`src/rtl/score_pkg.sv`:
```
// rtl/score_pkg.sv - shared constants, FSM state type and score clamp helper
//
// GLYPH_SIZE : words per glyph in the shared 10-glyph digit ROM
// ROM_AW     : digit ROM address width
// sched_state_t : scheduler FSM states
// score_clamp_max(digits) : largest score displayable in <digits> decimal digits
package score_pkg;

   localparam int GLYPH_SIZE = 400;
   localparam int ROM_AW     = 12;

   typedef enum logic [1:0] {
      IDLE        = 2'd0,
      CONVERT     = 2'd1,
      WAIT_COMMIT = 2'd2
   } sched_state_t;

   // 10^digits - 1, evaluated at elaboration for the clamp comparison.
   function automatic logic [63:0] score_clamp_max(input int digits);
      logic [63:0] v;
      v = 64'd1;
      for (int i = 0; i < digits; i++) begin
         v = v * 64'd10;
      end
      return v - 64'd1;
   endfunction

endpackage

```
`src/rtl/bcd_converter.sv`:
```
// rtl/bcd_converter.sv - sequential double-dabble binary to BCD converter
//
// i_clk  : clock
// i_rst  : synchronous active-high reset
// start  : one-cycle strobe, captures bin and restarts the conversion
// bin    : binary input, must be below 10^DIGITS
// done   : high in the cycle whose clock edge performs the final shift
// bcd    : packed BCD result, valid from the cycle after done
module bcd_converter #(
   parameter int BIN_W  = 14,
   parameter int DIGITS = 4
) (
   input  logic                i_clk,
   input  logic                i_rst,
   input  logic                start,
   input  logic [BIN_W-1:0]    bin,
   output logic                done,
   output logic [4*DIGITS-1:0] bcd
);

   localparam int BCD_W = 4 * DIGITS;
   localparam int CNT_W = $clog2(BIN_W + 1);

   logic [BIN_W-1:0] bin_q;
   logic [BCD_W-1:0] bcd_q;
   logic [BCD_W-1:0] bcd_next;
   logic [CNT_W-1:0] cnt_q;

   // Add-3 on every nibble >= 5, then shift left pulling in the next binary MSB.
   // The top nibble's carry bit is dropped: inputs are pre-clamped so it is
   // always zero.
   always_comb begin
      logic [3:0] nib;
      logic [3:0] adj;
      bcd_next    = '0;
      bcd_next[0] = bin_q[BIN_W-1];
      for (int i = 0; i < DIGITS; i++) begin
         nib = bcd_q[4*i +: 4];
         adj = (nib >= 4'd5) ? nib + 4'd3 : nib;
         bcd_next[4*i+1 +: 3] = adj[2:0];
         if (i < DIGITS - 1) begin
            bcd_next[4*i+4] = adj[3];
         end
      end
   end

   always_ff @(posedge i_clk) begin
      if (i_rst) begin
         bin_q <= '0;
         bcd_q <= '0;
         cnt_q <= '0;
      end else if (start) begin
         bin_q <= bin;
         bcd_q <= '0;
         cnt_q <= CNT_W'(BIN_W);
      end else if (cnt_q != '0) begin
         bin_q <= bin_q << 1;
         bcd_q <= bcd_next;
         cnt_q <= cnt_q - CNT_W'(1);
      end
   end

   assign done = (cnt_q == CNT_W'(1));
   assign bcd  = bcd_q;

endmodule

```
`src/rtl/score_digit_scheduler.sv`:
```
// rtl/score_digit_scheduler.sv - score to BCD scheduler and digit ROM address generator
//
// i_clk, i_rst        : pixel clock, synchronous active-high reset
// xx, yy, aactive     : current pixel coordinates and visible-area flag
// i_score, i_score_load : new binary score and its one-cycle load strobe
// o_busy              : conversion, commit or pending load outstanding
// o_rom_addr          : digit ROM address for the current pixel (1 cycle latency)
// o_digit_on          : ROM data valid and to be drawn (2 cycle latency)
// o_bcd               : displayed BCD value
// Build option LEAD_ZERO_BLANK_EN : suppress leading zero digits.
module score_digit_scheduler
   import score_pkg::*;
#(
   parameter int NUM_DIGITS = 4,
   parameter int SCORE_W    = 14,
   parameter int X0         = 5,
   parameter int Y0         = 10,
   parameter int DIG_W      = 20,
   parameter int DIG_H      = 20,
   parameter int DIG_PITCH  = 25
) (
   input  logic                    i_clk,
   input  logic                    i_rst,
   input  logic [9:0]              xx,
   input  logic [9:0]              yy,
   input  logic                    aactive,
   input  logic [SCORE_W-1:0]      i_score,
   input  logic                    i_score_load,
   output logic                    o_busy,
   output logic [ROM_AW-1:0]       o_rom_addr,
   output logic                    o_digit_on,
   output logic [4*NUM_DIGITS-1:0] o_bcd
);

   localparam int          BCD_W     = 4 * NUM_DIGITS;
   localparam logic [63:0] MAX_SCORE = score_clamp_max(NUM_DIGITS);

   sched_state_t       state_q, state_d;
   logic               pend_v;
   logic [SCORE_W-1:0] pend_val;
   logic [BCD_W-1:0]   disp_bcd;
   logic [SCORE_W-1:0] score_clamped;
   logic [SCORE_W-1:0] start_val;
   logic               conv_start;
   logic               conv_done;
   logic [BCD_W-1:0]   conv_bcd;
   logic               pend_take;
   logic               commit;
   logic               load_direct;
   logic [31:0]        xv, yv;
   logic               y_in;
   logic               out_band;

   assign xv = 32'(xx);
   assign yv = 32'(yy);

   assign y_in     = (yv >= 32'(Y0)) && (yv < 32'(Y0 + DIG_H));
   assign out_band = !y_in;

   always_comb begin
      if (64'(i_score) > MAX_SCORE) begin
         score_clamped = MAX_SCORE[SCORE_W-1:0];
      end else begin
         score_clamped = i_score;
      end
   end

   // ---------------- conversion scheduler ----------------

   // A load goes straight to the converter only when nothing else is queued;
   // otherwise it lands in (or overwrites) the one-deep pending slot.
   assign load_direct = (state_q == IDLE) && !pend_v;

   always_comb begin
      state_d    = state_q;
      conv_start = 1'b0;
      start_val  = score_clamped;
      pend_take  = 1'b0;
      commit     = 1'b0;
      case (state_q)
         IDLE: begin
            if (pend_v) begin
               conv_start = 1'b1;
               start_val  = pend_val;
               pend_take  = 1'b1;
               state_d    = CONVERT;
            end else if (i_score_load) begin
               conv_start = 1'b1;
               state_d    = CONVERT;
            end
         end
         CONVERT: begin
            if (conv_done) begin
               state_d = WAIT_COMMIT;
            end
         end
         WAIT_COMMIT: begin
            // Only update the display register while the beam is outside the
            // digit band so no frame shows a half-old, half-new score.
            if (out_band) begin
               commit = 1'b1;
               if (pend_v) begin
                  conv_start = 1'b1;
                  start_val  = pend_val;
                  pend_take  = 1'b1;
                  state_d    = CONVERT;
               end else begin
                  state_d = IDLE;
               end
            end
         end
         default: state_d = IDLE;
      endcase
   end

   always_ff @(posedge i_clk) begin
      if (i_rst) begin
         state_q  <= IDLE;
         pend_v   <= 1'b0;
         pend_val <= '0;
         disp_bcd <= '0;
      end else begin
         state_q <= state_d;
         // A new load wins over consuming the slot in the same cycle.
         if (i_score_load && !load_direct) begin
            pend_v   <= 1'b1;
            pend_val <= score_clamped;
         end else if (pend_take) begin
            pend_v <= 1'b0;
         end
         if (commit) begin
            disp_bcd <= conv_bcd;
         end
      end
   end

   assign o_busy = (state_q != IDLE) || pend_v;
   assign o_bcd  = disp_bcd;

   bcd_converter #(
      .BIN_W  (SCORE_W),
      .DIGITS (NUM_DIGITS)
   ) u_bcd (
      .i_clk (i_clk),
      .i_rst (i_rst),
      .start (conv_start),
      .bin   (start_val),
      .done  (conv_done),
      .bcd   (conv_bcd)
   );

   // ---------------- pixel pipeline ----------------

   logic              box_hit;
   logic              blank;
   logic [3:0]        glyph;
   logic [31:0]       xoff;
   logic [31:0]       yoff;
   logic [ROM_AW-1:0] addr_calc;
   logic              on_s1;

   // Box membership is decided on the raw coordinates first; offsets are only
   // formed for the selected box, so the subtractions can never underflow.
   always_comb begin
      logic hit_x;
`ifdef LEAD_ZERO_BLANK_EN
      logic zero_run;
      zero_run = 1'b1;
`endif
      hit_x = 1'b0;
      glyph = 4'd0;
      xoff  = '0;
      blank = 1'b0;
      for (int d = 0; d < NUM_DIGITS; d++) begin
`ifdef LEAD_ZERO_BLANK_EN
         zero_run = zero_run && (disp_bcd[4*(NUM_DIGITS-1-d) +: 4] == 4'd0);
`endif
         if (!hit_x && (xv >= 32'(X0 + d*DIG_PITCH)) &&
             (xv < 32'(X0 + d*DIG_PITCH + DIG_W))) begin
            hit_x = 1'b1;
            glyph = disp_bcd[4*(NUM_DIGITS-1-d) +: 4];
            xoff  = xv - 32'(X0 + d*DIG_PITCH);
`ifdef LEAD_ZERO_BLANK_EN
            // Rightmost digit is never blanked so a zero score still shows "0".
            blank = zero_run && (d < NUM_DIGITS - 1);
`endif
         end
      end
      yoff      = y_in ? (yv - 32'(Y0)) : 32'd0;
      box_hit   = aactive && y_in && hit_x;
      addr_calc = ROM_AW'(32'(glyph) * 32'(GLYPH_SIZE) + yoff * 32'(DIG_W) + xoff);
   end

   always_ff @(posedge i_clk) begin
      if (i_rst) begin
         o_rom_addr <= '0;
         on_s1      <= 1'b0;
         o_digit_on <= 1'b0;
      end else begin
         if (box_hit) begin
            o_rom_addr <= addr_calc;
         end
         on_s1      <= box_hit && !blank;
         // Extra stage lines the flag up with the ROM's registered read data.
         o_digit_on <= on_s1;
      end
   end

endmodule

```
`config.mk`:
```
export PLATFORM = sky130hd
export DESIGN_NAME = score_digit_scheduler
export DESIGN_NICKNAME = d
export VERILOG_FILES = /design/src/rtl/score_pkg.sv /design/src/rtl/bcd_converter.sv /design/src/rtl/score_digit_scheduler.sv
export SDC_FILE = /design/constraint.sdc
export NUM_CORES = 1
export LEC_CHECK = 0
export BUFFER_PORTS_ARGS = -buffer_cell sky130_fd_sc_hd__buf_2
export CAP_MARGIN = 5
export CORE_AREA = 2 2 124 102
export CTS_CLUSTER_SIZE = 40
export DETAILED_ROUTE_END_ITERATION = 10
export DIE_AREA = 0 0 126 104
export PLACE_DENSITY = 0.8
export SKIP_LAST_GASP = 1
export SLEW_MARGIN = 20
export SYNTH_ARGS = -nofsm -noshare
export SYNTH_HDL_FRONTEND = slang
export SYNTH_HIERARCHICAL = 1
export SYNTH_SLANG_ARGS = --single-unit
```
`constraint.sdc`:
```
create_clock -name i_clk -period 5.2 [get_ports i_clk]
set_input_delay 0.52 -clock i_clk [delete_from_list [all_inputs] [get_ports i_clk]]
set_output_delay 0.52 -clock i_clk [all_outputs]
set_load 0.02 [all_outputs]
```
==> metrics.md <==
| Metric | Value |
|---|---|
| Outcome | complete, no violations |
| Port buffer count | 67 |
| Setup slack on the worst flop-to-flop path | 1280 ps |
| Cell area after synthesis | roughly 0.006 mm² |
| Synth area leader | dfxtp_1 |
| Power density cells | 237 mW/mm² |
| Largest stage delay, worst path | 520 ps |
| Post-route cell area | 0.00659 mm² |
| Iteration count of the initial detailed-routing pass | 6 |
| Share of layout cells above drive strength 1 | 16.2% |
| Antenna cell count | 0 |
| Setup crit end kind | flip-flop |
| Placer's final routability congestion estimate | 0.937 |
| Antenna violations before repair | 0 |
| Leakage power total | 0.00292 µW |
| Core region area | 0.0119 mm² |
| Cells after Synth | 722 |
| Highest clock frequency the design can meet | 0.205 GHz |
| Ordered list of cells on the worst path | buf_2 -> buf_4 -> inv_1 -> ha_1 -> nor2b_1 -> o2111ai_2 -> nor2_1 -> buf_4 -> nor2_1 -> a221o_1 -> ha_1 -> ha_1 -> fa_1 -> xnor2_1 -> fa_1 -> xnor2_1 -> xnor2_1 -> xnor2_1 -> a21boi_0 -> a2111oi_1 -> a21oi_1 -> o221ai_2 |
| Drt first-iter violations | about 430 |
| Total number of vias | 5354 |
| Area of the die | ~0.013 mm² |
| Number of enable flip-flop cells after synthesis | 0 |
| Gates resized, CTS repair | 0 |
| Final number of setup-violating endpoints | 0 |
| Total negative slack | 0 ps |
| Top cells by area, synth | dfxtp_1 (28%), ha_1 (11%), nor2_1 (6.2%) |
| Hold Buf Count CTS | 0 |
| Part of the cycle the worst path needs | 93.8% |
| TritonCTS clock tree | yes |
| Post-synth ARST share | 0% |
| Largest net degree at the start of global routing | 65 |
| Primary flip-flop cell chosen by synthesis mapping | dfxtp_1 |
| Post-DP Area | 0.00631 mm² |
| Number of global-route vias before repair | between 4k and 5k |
| Buffering stage count on the worst path with inverters included | 4 |
| Clock Pin Slew Worst Setup and Hold Paths | about 60 ps |
| Min cycle time layout | 4880 ps |
| Overall Power | about 1600 µW |
| Synth Net Count | slightly above 800 |
| Data required time of the critical path | approximately 5500 ps |
| Classification of the worst-slack hold path | reg2reg |
| Combined global-route utilization of all metal layers | 21.9% |
| H-tree levels | 3 |
| Flip-flop and latch count after synthesis | 81 |
| Critical Path Most Common Cell | xnor2_1 |
| Biggest fanout along the worst timing path | 9 |
| Pins Over Slew Limit | 0 |
| Routed wirelength normalized by instance count | 15.3 µm |
| # nets final | 881 |
| Sequential share of the synthesized area | 27.8% |
| Residual overflow from global routing | 0 |
| Post-DP HPWL | between 10000 and 15000 µm |
| Count of endpoints failing hold in the final timing report | 0 |
| Worst skew pair latency | roughly 340 ps |
| Top-area cell type share of the netlist area | about 28% |
| Count of synthesis-stage warnings from yosys | 6 |
| Tightest slew margin relative to the limit | around a third |
| IO Pins | between 60 and 70 |
| Final setup skew | 9.24 ps |
| Crit path max-delay family | adder cells |
| Number of max-cap violations | 0 |
| Worst Setup Start Kind | primary input |
| Die Wd | 126 µm |
| Count of different cell masters after synthesis | 75 |
| Starting utilization of the core area | 49.1% |
| Clock tree buffer depth | 2 |
| Mean number of vias per cell | 5.70 |
| Highest-delay cell along the critical path | a2111oi_1 |
| Classification of the worst setup path | in2reg |
| Post-synthesis to final-layout area growth | 13.0% |
| Sink Count | 81 |
| Tightest Pin Transition | 1000 ps |
| Detailed-route DRC error count | 0 |
| Total detailed-routing wirelength | 14400 µm |
| VDD IR max | 161 µV |
| Clock Root Buffer | clkbuf_16 |
| Data arrival time of the worst path | approximately 5100 ps |
| Setup repair after global routing missed its margin | false |
| Synthesized area per cell | about 8 µm² |
| Wire length of the first global-routing pass | 23800 µm |
| Height of the die | 104 µm |
| Number of buffers added for setup after CTS | 0 |
| Number of core rows | 36 |
| Antenna violation net count after detailed routing | 0 |
| Num CTS Buffers | 9 |
-- per-layer routing --
layer | routed length [µm] | up-vias | share of wire, % | GRT usage (%)
li1 | - | 2682 | - | -
met1 | 6950 | 2508 | 48 | 31.3
met2 | 6520 | 148 | 45 | 34.0
met3 | 739 | 16 | 5.1 | 4.01
met4 | 218 | 0 | 1.5 | 5.97
met5 | 0 | - | 0 | 0
-- cell type report --
| type | instances | area, µm² |
|---|---|---|
| Clock buffer | 9 | 225 |
| Fill cell | 1113 | 5300 |
| Timing Repair Buffer | 87 | 485 |
| Multi-Input combinational cell | 546 | 3800 |
| Clock inverter | 7 | 55.1 |
| Sequential cell | 81 | 1620 |
| Inverter | 58 | 218 |
| Tap cell | 152 | 190 |
-- power breakdown --
part	total [µW]	internal (µW)	leakage, µW	switching [µW]
registers	680	653	0.000659	27.3
clock network	594	328	0.000138	265
logic	288	102	0.00212	185
total	1560	1080	0.00292	478
-- registers in the layout (all words and copies together), names as in the netlist, 2 cells and up --
register,flops
o_bcd,16
u_bcd/bcd,16
pend_val,14
u_bcd/bin_q,14
o_rom_addr,12
u_bcd/cnt_q,4
state_q,2
-- layout by cell type (no fill, tap or decap), types with 6 or more instances in the layout --
cell / n
nor2_1: 97
dfxtp_1: 81
nand2_1: 68
buf_2: 67
inv_1: 57
a21oi_1: 56
ha_1: 50
o21ai_0: 29
nand3_1: 26
mux2i_1: 23
buf_4: 20
xnor2_1: 15
a211oi_1: 13
fa_1: 10
nor2b_1: 9
clkbuf_16: 9
a311oi_2: 9
or4_1: 8
nand4_1: 8
nand2b_1: 7
a21o_1: 7
o211ai_1: 6
nor3_1: 6
nor3b_1: 6
-- cell usage after synthesis (6+ instances only) --
cell and instances:
xnor2_1 15, or4_1 8, a211oi_1 13, a21oi_1 56
ha_1 50, buf_2 10, fa_1 10, a21o_1 7
nand2b_1 7, nand4_1 8, inv_1 57, nand3_1 26
a311oi_2 9, nor2_1 97, nor3b_1 6, o211ai_1 6
nor2b_1 9, dfxtp_1 81, o21ai_0 29, clkbuf_1 17
nand2_1 68, nor3_1 6, mux2i_1 23
-- cells by family (layout without fill, tap and decap cells) --
| group | after synthesis | after routing | synth area share [%] |
|---|---|---|---|
| multiplexers | 26 | 26 | 4.52 |
| AO/OA/AOI/OAI | 180 | 180 | 22.1 |
| AND/OR/NAND/NOR | 263 | 263 | 21.7 |
| buffers and inverters | 95 | 161 | 7.12 |
| XOR/XNOR | 17 | 17 | 2.55 |
| adder cells (fa/ha/maj) | 60 | 60 | 14.2 |
| flip-flops | 81 | 81 | 27.8 |
-- path summary, 6_finish.rpt --
check / from / to / depth (start not counted)
worst max-delay path: xx[0] / o_rom_addr[11]$_SDFFE_PP0P_ / 22
worst min-delay path: on_s1$_SDFF_PP0_ / o_digit_on$_SDFF_PP0_ / 1
worst max register to register: o_bcd[5]$_SDFFE_PP0P_ / o_rom_addr[11]$_SDFFE_PP0P_ / 15
worst min register to register: on_s1$_SDFF_PP0_ / o_digit_on$_SDFF_PP0_ / 1
-- per-stage QoR --
| step | hold WS (ps) | setup WS [ps] | cells | util (%) |
|---|---|---|---|---|
| 4_1_cts | 453 | 383 | 940 | 55.5 |
| 3_5_place_dp | 428 | 54.7 | 924 | 53.1 |
| 2_1_floorplan | 414 | 191 | 722 | - |
| 5_1_grt | 472 | 42.3 | 940 | 55.5 |
| 3_3_place_gp | 427 | 159 | 924 | 53.1 |
| 6_report | 446 | 321 | 940 | 55.5 |
Power figures use the tool's default switching activity.
